--- src/rtl/la_pkg.sv ---
// Shared types and constants for the PCI logic-analyzer capture path.
package la_pkg;

  localparam int LA_SAMPLE_W = 48;
  localparam int LA_ADDR_W   = 8;
  localparam int LA_CNT_W    = 8;

  // Layout of one captured PCI bus snapshot
  localparam int LA_AD_LSB     = 0;
  localparam int LA_AD_W       = 32;
  localparam int LA_CBE_LSB    = 32;
  localparam int LA_CBE_W      = 4;
  localparam int LA_FRAME_BIT  = 36;
  localparam int LA_IRDY_BIT   = 37;
  localparam int LA_TRDY_BIT   = 38;
  localparam int LA_DEVSEL_BIT = 39;
  localparam int LA_STOP_BIT   = 40;
  localparam int LA_PAR_BIT    = 41;
  localparam int LA_IDSEL_BIT  = 42;

  typedef enum logic [2:0] {
    IDLE  = 3'd0,
    FILL  = 3'd1,
    ARMED = 3'd2,
    POST  = 3'd3,
    DONE  = 3'd4
  } la_state_e;

endpackage

--- src/rtl/la_trig_match.sv ---
// Masked pattern compare plus external qualifier; the hit is registered so it
// lines up with the registered sample being written to RAM.
module la_trig_match
  import la_pkg::*;
#(
  parameter int W = LA_SAMPLE_W
) (
  input  logic         clk,
  input  logic         rst,
  input  logic [W-1:0] sample,
  input  logic         ext_trig,
  input  logic [W-1:0] value,
  input  logic [W-1:0] mask,
  input  logic         ext_en,
  output logic         hit
);

  logic match_c;

  assign match_c = (((sample ^ value) & mask) == '0) | (ext_en & ext_trig);

  always_ff @(posedge clk) begin
    if (rst) hit <= 1'b0;
    else     hit <= match_c;
  end

endmodule

--- src/rtl/la_capture_ctrl.sv ---
// Pre/post-trigger ring-buffer capture controller feeding the acquisition RAM.
//
// state | meaning
// IDLE  | no capture, RAM not written
// FILL  | writing the pre-trigger history, hits ignored
// ARMED | ring buffer running, counting hits toward the trigger
// POST  | writing the post-trigger samples
// DONE  | capture complete, addresses held for readout
module la_capture_ctrl
  import la_pkg::*;
#(
  parameter int SAMPLE_W = LA_SAMPLE_W,
  parameter int ADDR_W   = LA_ADDR_W,
  parameter int CNT_W    = LA_CNT_W
) (
  input  logic                PCI_CLK,
  input  logic                PCI_RST,
  input  logic [SAMPLE_W-1:0] sample,
  input  logic                ext_trig,
  input  logic                arm,
  input  logic                abort,
  input  logic [SAMPLE_W-1:0] cfg_value,
  input  logic [SAMPLE_W-1:0] cfg_mask,
  input  logic                cfg_ext_en,
  input  logic [CNT_W-1:0]    cfg_occ,
  input  logic [ADDR_W-1:0]   cfg_post,
  output logic                ram_we,
  output logic [ADDR_W-1:0]   ram_addr,
  output logic [SAMPLE_W-1:0] ram_wdata,
  output logic [ADDR_W-1:0]   trig_addr,
  output logic [ADDR_W-1:0]   start_addr,
  output logic                busy,
  output logic                done
);

  la_state_e state, state_n;

  logic [SAMPLE_W-1:0] sample_r;
  logic [SAMPLE_W-1:0] value_l, mask_l;
  logic                ext_en_l;
  logic [CNT_W-1:0]    occ_l, occ, occ_n, occ_sat;
  logic [CNT_W:0]      occ_inc, occ_goal;
  logic [ADDR_W-1:0]   post_l, pre_l, post_cnt, wptr;
  logic                start_acq, take_trig, hit;

  // Config seen by the matcher switches to the new values on the arm edge, so
  // the first hit evaluated in the new acquisition already uses them.
  logic [SAMPLE_W-1:0] value_eff, mask_eff;
  logic                ext_en_eff;

  assign start_acq  = arm & ~abort;
  assign value_eff  = start_acq ? cfg_value  : value_l;
  assign mask_eff   = start_acq ? cfg_mask   : mask_l;
  assign ext_en_eff = start_acq ? cfg_ext_en : ext_en_l;

  la_trig_match #(.W(SAMPLE_W)) u_match (
    .clk      (PCI_CLK),
    .rst      (PCI_RST),
    .sample   (sample),
    .ext_trig (ext_trig),
    .value    (value_eff),
    .mask     (mask_eff),
    .ext_en   (ext_en_eff),
    .hit      (hit)
  );

  assign pre_l    = {ADDR_W{1'b1}} - post_l;
  assign occ_inc  = {1'b0, occ} + 1'b1;
  assign occ_goal = (occ_l == '0) ? (CNT_W+1)'(1) : {1'b0, occ_l};
  assign occ_sat  = (&occ) ? occ : occ + 1'b1;

  assign ram_we     = (state == FILL) || (state == ARMED) || (state == POST);
  assign busy       = ram_we;
  assign done       = (state == DONE);
  assign ram_addr   = wptr;
  assign ram_wdata  = sample_r;

  always_ff @(posedge PCI_CLK) begin
    if (PCI_RST) state <= IDLE;
    else         state <= state_n;
  end

  always_comb begin
    state_n   = state;
    occ_n     = occ;
    take_trig = 1'b0;
    if (abort) begin
      state_n = IDLE;
    end else if (arm) begin
      state_n = (&cfg_post) ? ARMED : FILL;
    end else begin
      case (state)
        FILL: begin
          if (wptr == pre_l - 1'b1) state_n = ARMED;
        end
        ARMED: begin
          if (hit) begin
            occ_n = occ_sat;
            if (occ_inc == occ_goal) begin
              take_trig = 1'b1;
              state_n   = (post_l == '0) ? DONE : POST;
            end
          end
        end
        POST: begin
          if (post_cnt == ADDR_W'(1)) state_n = DONE;
        end
        default: ;
      endcase
    end
  end

  always_ff @(posedge PCI_CLK) begin
    if (PCI_RST) begin
      sample_r   <= '0;
      value_l    <= '0;
      mask_l     <= '0;
      ext_en_l   <= 1'b0;
      occ_l      <= '0;
      post_l     <= '0;
      occ        <= '0;
      post_cnt   <= '0;
      wptr       <= '0;
      trig_addr  <= '0;
      start_addr <= '0;
    end else begin
      sample_r <= sample;
      if (start_acq) begin
        value_l  <= cfg_value;
        mask_l   <= cfg_mask;
        ext_en_l <= cfg_ext_en;
        occ_l    <= cfg_occ;
        post_l   <= cfg_post;
        occ      <= '0;
        post_cnt <= '0;
        wptr     <= '0;
      end else if (!abort) begin
        if (ram_we) wptr <= wptr + 1'b1;
        occ <= occ_n;
        if (take_trig) begin
          trig_addr  <= wptr;
          start_addr <= wptr - pre_l;
          post_cnt   <= post_l;
        end else if (state == POST) begin
          post_cnt <= post_cnt - 1'b1;
        end
      end
    end
  end

endmodule
--- config.mk ---
export PLATFORM = sky130hd
export DESIGN_NAME = la_capture_ctrl
export DESIGN_NICKNAME = d
export VERILOG_FILES = /design/src/rtl/la_pkg.sv /design/src/rtl/la_trig_match.sv /design/src/rtl/la_capture_ctrl.sv
export SDC_FILE = /design/constraint.sdc
export NUM_CORES = 1
export LEC_CHECK = 0
export ABC_AREA = 1
export CAP_MARGIN = 20
export CORE_UTILIZATION = 49
export CTS_CLUSTER_DIAMETER = 80
export DETAILED_ROUTE_END_ITERATION = 12
export PLACE_DENSITY = 0.8
export SKIP_LAST_GASP = 1
export SLEW_MARGIN = 20
export SYNTH_ARGS = -nofsm -noshare
export SYNTH_HDL_FRONTEND = slang
export SYNTH_SLANG_ARGS = --single-unit
--- constraint.sdc ---
create_clock -name PCI_CLK -period 2.5 [get_ports PCI_CLK]
set_clock_uncertainty 0.1 [all_clocks]
set_input_delay 0.5 -clock PCI_CLK [delete_from_list [all_inputs] [get_ports PCI_CLK]]
set_output_delay 0.5 -clock PCI_CLK [all_outputs]
set_load 0.005 [all_outputs]
==> results of run 1 <==
## layer usage
layer	up-vias	GRT usage, %	share of wire (%)
met3	65	5.40	6.9
met2	319	49.2	48
met5	-	0	0
met1	4237	33.2	41
li1	4848	-	-
met4	0	10.8	3.7
## placed cells by master (no fill, tap or decap), types with 2 or more instances in the layout
cell	instances
nand2_1	350
ha_1	13
inv_2	5
clkdlybuf4s50_1	239
nand4_1	16
buf_4	59
xnor2_1	5
nand3_1	88
nor2_1	167
a21oi_1	93
nor2_4	4
o21ai_1	19
or2_2	19
xor2_1	7
nor2_2	2
nand2_2	4
clkinvlp_4	2
inv_1	179
bufinv_16	5
clkbuf_16	23
nor3_1	10
or2_0	2
or2_1	2
clkbuf_1	2
dfxtp_1	205
o211ai_1	15
o21a_1	6
o21ai_0	87
buf_12	6
clkinv_2	7
## final cells by class
type                            instances  area (sq um)
Antenna cell                            1          2.50
Clock buffer                           26           597
Clock inverter                         14           200
Fill cell                            1543          5560
Inverter                              184           691
Multi-Input combinational cell        921          4300
Sequential cell                       205          4100
Tap cell                              234           293
Timing Repair Buffer                  304          2960
## cells by family (layout without fill, tap and decap cells)
family / count (synthesis) / after routing / synth area share, %
compound gates: 224 / 224 / 12.7
xor+xnor: 12 / 12 / 1.13
other cells: 0 / 1 / 0
buf+inv: 235 / 528 / 9.94
mux: 1 / 1 / 0.107
simple gates: 670 / 670 / 30.2
flops: 205 / 205 / 44.0
fa+ha+maj: 14 / 14 / 1.96
## final timing paths
path	startpoint	end	slack (ps)	cells after the start
setup / recovery	state[0]	ram_we	140	5
hold / removal	PCI_RST	occ_l[1]	330	4
setup reg to reg	occ[0]	post_cnt[6]	230	14
hold reg to reg	mask_l[26]	mask_l[26]	370	2
## critical path, stage by stage, from the launching register on
cell             delay [ps]
dfxtp_1                 390
inv_2                    80
nor2_1                   90
inv_1                    70
nand2_2                 110
clkdlybuf4s50_1         530
## report_power, final
group          leakage (nW)  switching (mW)  internal (mW)
combinational          3.97           0.578          0.614
sequential             1.68          0.0621           3.41
clock                 0.391            1.37           2.23
## flip-flops by register name, indices dropped and copies added, names as in the netlist
name	cells
ext_en_l	1
mask_l	48
occ	8
occ_l	8
post_cnt	8
post_l	8
ram_addr	8
ram_wdata	48
start_addr	8
state	3
trig_addr	8
u_match.hit	1
value_l	48
## stage by stage
step | total power, mW | std cells | setup slack [ps]
global placement | 4.71 | 1848 | -125
floorplan | 4.11 | 1361 | 553
CTS | 8.32 | 1888 | 53.9
finish | 8.26 | 1889 | 137
global route | 8.62 | 1889 | 14.3
detailed placement | 4.73 | 1848 | -197
## repair_timing
item | CTS | global route
gates resized for setup | 0 | 2
buffers inserted | 0 | 0
endpoints found under the setup margin | 0 | 4
==> impl_metrics.tcl, run 1 <==
set metrics [dict create \
    outcome "completed" \
    io_buffers 240 \
    yosysWarnings 0 \
    coreArea_sq_um 18700 \
    clock_path_buffers 3 \
    utilization_pct 70.3 \
    yosysTopAreaCellShare_pct 44.0 \
    synth_ff_type "dfxtp_1" \
    setup_viol_count_final 0 \
    dieArea_sq_um 19600 \
    yosysMostFrequentCell "nand2_1" \
    start_util_pct 49.9 \
    grt_max_degree 90 \
    worst_hold_slack_ps 328 \
    power_leakage_nw 6.05 \
    end_kind "output port" \
    timing.final.max_slew_violations 0 \
    ant_nets 0 \
    cp-start-kind "flip-flop" \
    grt_usage_pct 27.8 \
    netlist_instances 1361 \
    slew_headroom_pct 60.3 \
    ios 241 \
    via_count 9469 \
    cts_tree "yes" \
    synthTopCellsByArea "dfxtp_1 44%, nand2_1 14%, inv_1 7.2%, nor2_1 6.7%, a21oi_1 5.0%" \
    clk-insertion-delay-late_ps 500 \
    die_w_microns 140 \
    hpwl_mm 20.2 \
    via_per_inst 5.01 \
    synth.largest_area_cell "dfxtp_1" \
    grt-ovfl-total 0 \
    worstSetupPathType "flip-flop to output port" \
    die_h_microns 140 \
    syn_area_sq_um 9330 \
    stdcell_area_sq_um 13100 \
    cts_hold_buf 0 \
    wl_per_cell_microns 14.2 \
    synth.distinct_cells 39 \
    async_reset_ff_share_pct 0 \
    worstPathRequired_ps 1900 \
    syn_area_per_cell_sq_um 6.85 \
    worstMarginPinSlew_ps 596 \
    ctsRootBufferMaster "clkbuf_16" \
    cts.sink_count 205 \
    ys_ff_latch 205 \
    hold_class "primary input to flip-flop" \
    maxCapViolations 0 \
    max_clock_freq_ghz 0.423 \
    routed_wl_mm 26.9 \
    ir_drop_uv 623 \
    grt_pass1_vias 9307 \
    layout-drive-gt1-share_pct 8.59 \
    htree_levels 1 \
    placed_cell_area_sq_um 12300 \
    fin_setup_tns_ps 0 \
    ys_seq_area_share_pct 44.0 \
    power.density_nw_per_um2 629 \
    place.gp.congestion 0.919 \
    synth_edf_count 0 \
    hold_viol 0 \
    antenna_found_initial 1 \
    worst-path-max-fanout 5 \
    synth_nets 1541 \
    grt_pass1_wl_mm 44.3 \
    period_share_pct 94.5 \
    std_cell_rows 50 \
    clk_transition_reported_paths_ps 60 \
    synth_commonest_cells "352 x nand2_1, 205 x dfxtp_1, 179 x inv_1, 167 x nor2_1, 93 x a21oi_1" \
    detail_route.iter0.violations 548 \
    dr.pass1.iters 5 \
    nNetsFinal 1819 \
    numCtsBuffers 23 \
    route.detailed.drc 0 \
    arrival_ps 1760 \
    period_minus_slack_ps 2360 \
    grt_setup_unrepaired "no" \
    syn_to_final_growth_pct 40.9 \
]
(Power assumes the default switching activity.)
==> inputs of run 2 (changes only) <==
- CORE_UTILIZATION: 49 -> 50
- CTS_CLUSTER_SIZE: unset -> 8
- SYNTH_HIERARCHICAL: unset -> 1
==> impl_metrics.tcl, run 2 <==
set metrics [dict create \
    outcome "completed" \
    dp_slack_ps -510 \
    max_clock_freq_ghz 0.422 \
    setup_slack_ps 132 \
    final_cell_mix "271 x inv_1, 238 x clkdlybuf4s50_1, 230 x nor2_1" \
    route.met3.wl_mm 2.11 \
    hpwl_mm 20.0 \
    cts.sink_count 205 \
    layout-drive-gt1-share_pct 13.4 \
    stdcell_count 2003 \
    fillCellCount 1534 \
    netlist_instances 1452 \
    power.density_nw_per_um2 605 \
    via_count 9780 \
    cts_tree "yes" \
    yosysMostFrequentCell "inv_1" \
    top_layer "met5" \
    synth.distinct_cells 40 \
    timing.final.max_slew_violations 0 \
    synthTopCellsByArea "dfxtp_1 42%, inv_1 10%, nor2_1 8.8%, nand2_1 8.2%, o21ai_0 7.0%" \
    clock_path_buffers 3 \
    coreArea_sq_um 19000 \
    detail_route.iter0.violations 406 \
    htree_levels 1 \
    ctsRootBufferMaster "clkbuf_16" \
    arrival_ps 2750 \
    yosysTopAreaCellShare_pct 41.7 \
    grt_pass1_vias 9411 \
    syn_to_final_growth_pct 39.6 \
    power_leakage_nw 6.94 \
    dr_wl_met2_mm 13.5 \
    grt_setup_unrepaired "yes" \
    routedLengthMet1_mm 11.1 \
    stdcell_area_sq_um 13700 \
    io_buffers 240 \
    numCtsBuffers 29 \
    worstPathRequired_ps 2880 \
    post_cts_buffers 0 \
    placed_cell_area_sq_um 12900 \
    grt_max_degree 148 \
    worstMarginPinSlew_ps 701 \
    ir_drop_uv 608 \
    ant_nets 0 \
    antenna_found_initial 4 \
    synth.largest_area_cell "dfxtp_1" \
    ios 241 \
    rr_worst_depth 14 \
    synth_ff_type "dfxtp_1" \
    maxCapViolations 0 \
    clk_transition_reported_paths_ps 50 \
    dr.pass1.iters 5 \
    nNetsFinal 1921 \
    grt_usage_pct 27.0 \
    grt-ovfl-total 0 \
    die_w_microns 142 \
    synth_nets 1632 \
    wl_per_cell_microns 13.8 \
    dp.cells 1969 \
    period_minus_slack_ps 2370 \
    worst-path-max-fanout 78 \
    die_h_microns 142 \
    period_share_pct 94.7 \
    clk-insertion-delay-late_ps 550 \
    grt_pass1_wl_mm 43.7 \
    slew_headroom_pct 53.3 \
    end_kind "flip-flop" \
    place.gp.congestion 0.921 \
    worstSetupPathType "primary input to flip-flop" \
    syn_area_per_cell_sq_um 6.77 \
    hold_class "primary input to flip-flop" \
    dieArea_sq_um 20200 \
    ys_seq_area_share_pct 41.7 \
    hold_viol 0 \
    async_reset_ff_share_pct 0 \
    layout_commonest_cell "inv_1" \
    hold_path_depth 4 \
    worst_hold_slack_ps 238 \
    syn_area_sq_um 9830 \
    std_cell_rows 50 \
    cp-start-kind "primary input" \
    ys_ff_latch 205 \
    via_per_inst 4.88 \
    setup_viol_count_final 0 \
    synth_edf_count 0 \
    synth_commonest_cells "273 x inv_1, 231 x nor2_1, 215 x nand2_1, 205 x dfxtp_1, 137 x o21ai_0" \
    yosysWarnings 6 \
    routed_wl_mm 27.7 \
    start_util_pct 51.7 \
    route.detailed.drc 0 \
]
run 2: timing repair:
action	in CTS	in global routing
resized for setup	0	29
setup endpoints to repair	0	3
hold endpoints to repair	0	0
hold buffers	0	0
run 2: per-layer routing:
layer / global-route usage (%) / vias to the layer above
li1: - / 5003
met1: 29.9 / 4398
met2: 48.6 / 295
met3: 7.40 / 80
met4: 11.2 / 4
met5: 0 / -
run 2: power breakdown:
| part | leakage (nW) | internal, mW | switching (mW) |
|---|---|---|---|
| logic | 4.87 | 0.722 | 0.653 |
| clock network | 0.376 | 2.06 | 1.37 |
| registers | 1.69 | 3.44 | 0.0553 |
run 2: cells by family after synthesis:
kind of cell	count (synthesis)	share of synthesized area [%]
AO/OA/AOI/OAI	200	10.4
XOR/XNOR	15	1.34
adder cells (fa/ha/maj)	14	1.86
buffers and inverters	332	12.9
flip-flops	205	41.7
AND/OR/NAND/NOR	686	31.7
run 2: worst paths after layout:
path	start	to	slack (ps)
setup / recovery	arm	u_match/hit	130
hold / removal	PCI_RST	occ_l[0]	240
setup reg to reg	post_l[1]	state[2]	320
hold reg to reg	occ[7]	occ[7]	390
run 2: area by class of cell:
class                      count  area [sq um]  area share, %
antenna                        1          2.50         0.0182
inverter                     280          1050           7.68
sequential                   205          4110           29.9
timing repair buffer         310          3000           21.9
clock inverter                 1          20.0          0.146
tap                          260           325           2.37
clock buffer                  31           743           5.41
multi-input combinational    915          4480           32.6
run 2: worst max-delay path, stage by stage:
cell             delay [ps]
clkdlybuf4s50_1         470
inv_2                   110
nor2_4                   50
buf_12                  180
or2_2                   300
o21ai_1                 100
inv_1                    90
inv_1                    80
nand2_1                  50
nand3_1                  60
nand2_1                  70
nor2_1                  180
nand2_1                 130
nor2_1                  120
nand3_1                  90
a21oi_2                 110
run 2: through the flow:
stage / power [mW] / setup TNS [ps] / util, %
floorplan: 4.24 / 0 / -
detailed placement: 4.90 / -510 / 67.9
CTS: 8.35 / 0 / 71.9
finish: 8.30 / 0 / 72.2
global placement: 4.87 / -469 / 67.9
global route: 8.67 / 0 / 72.2
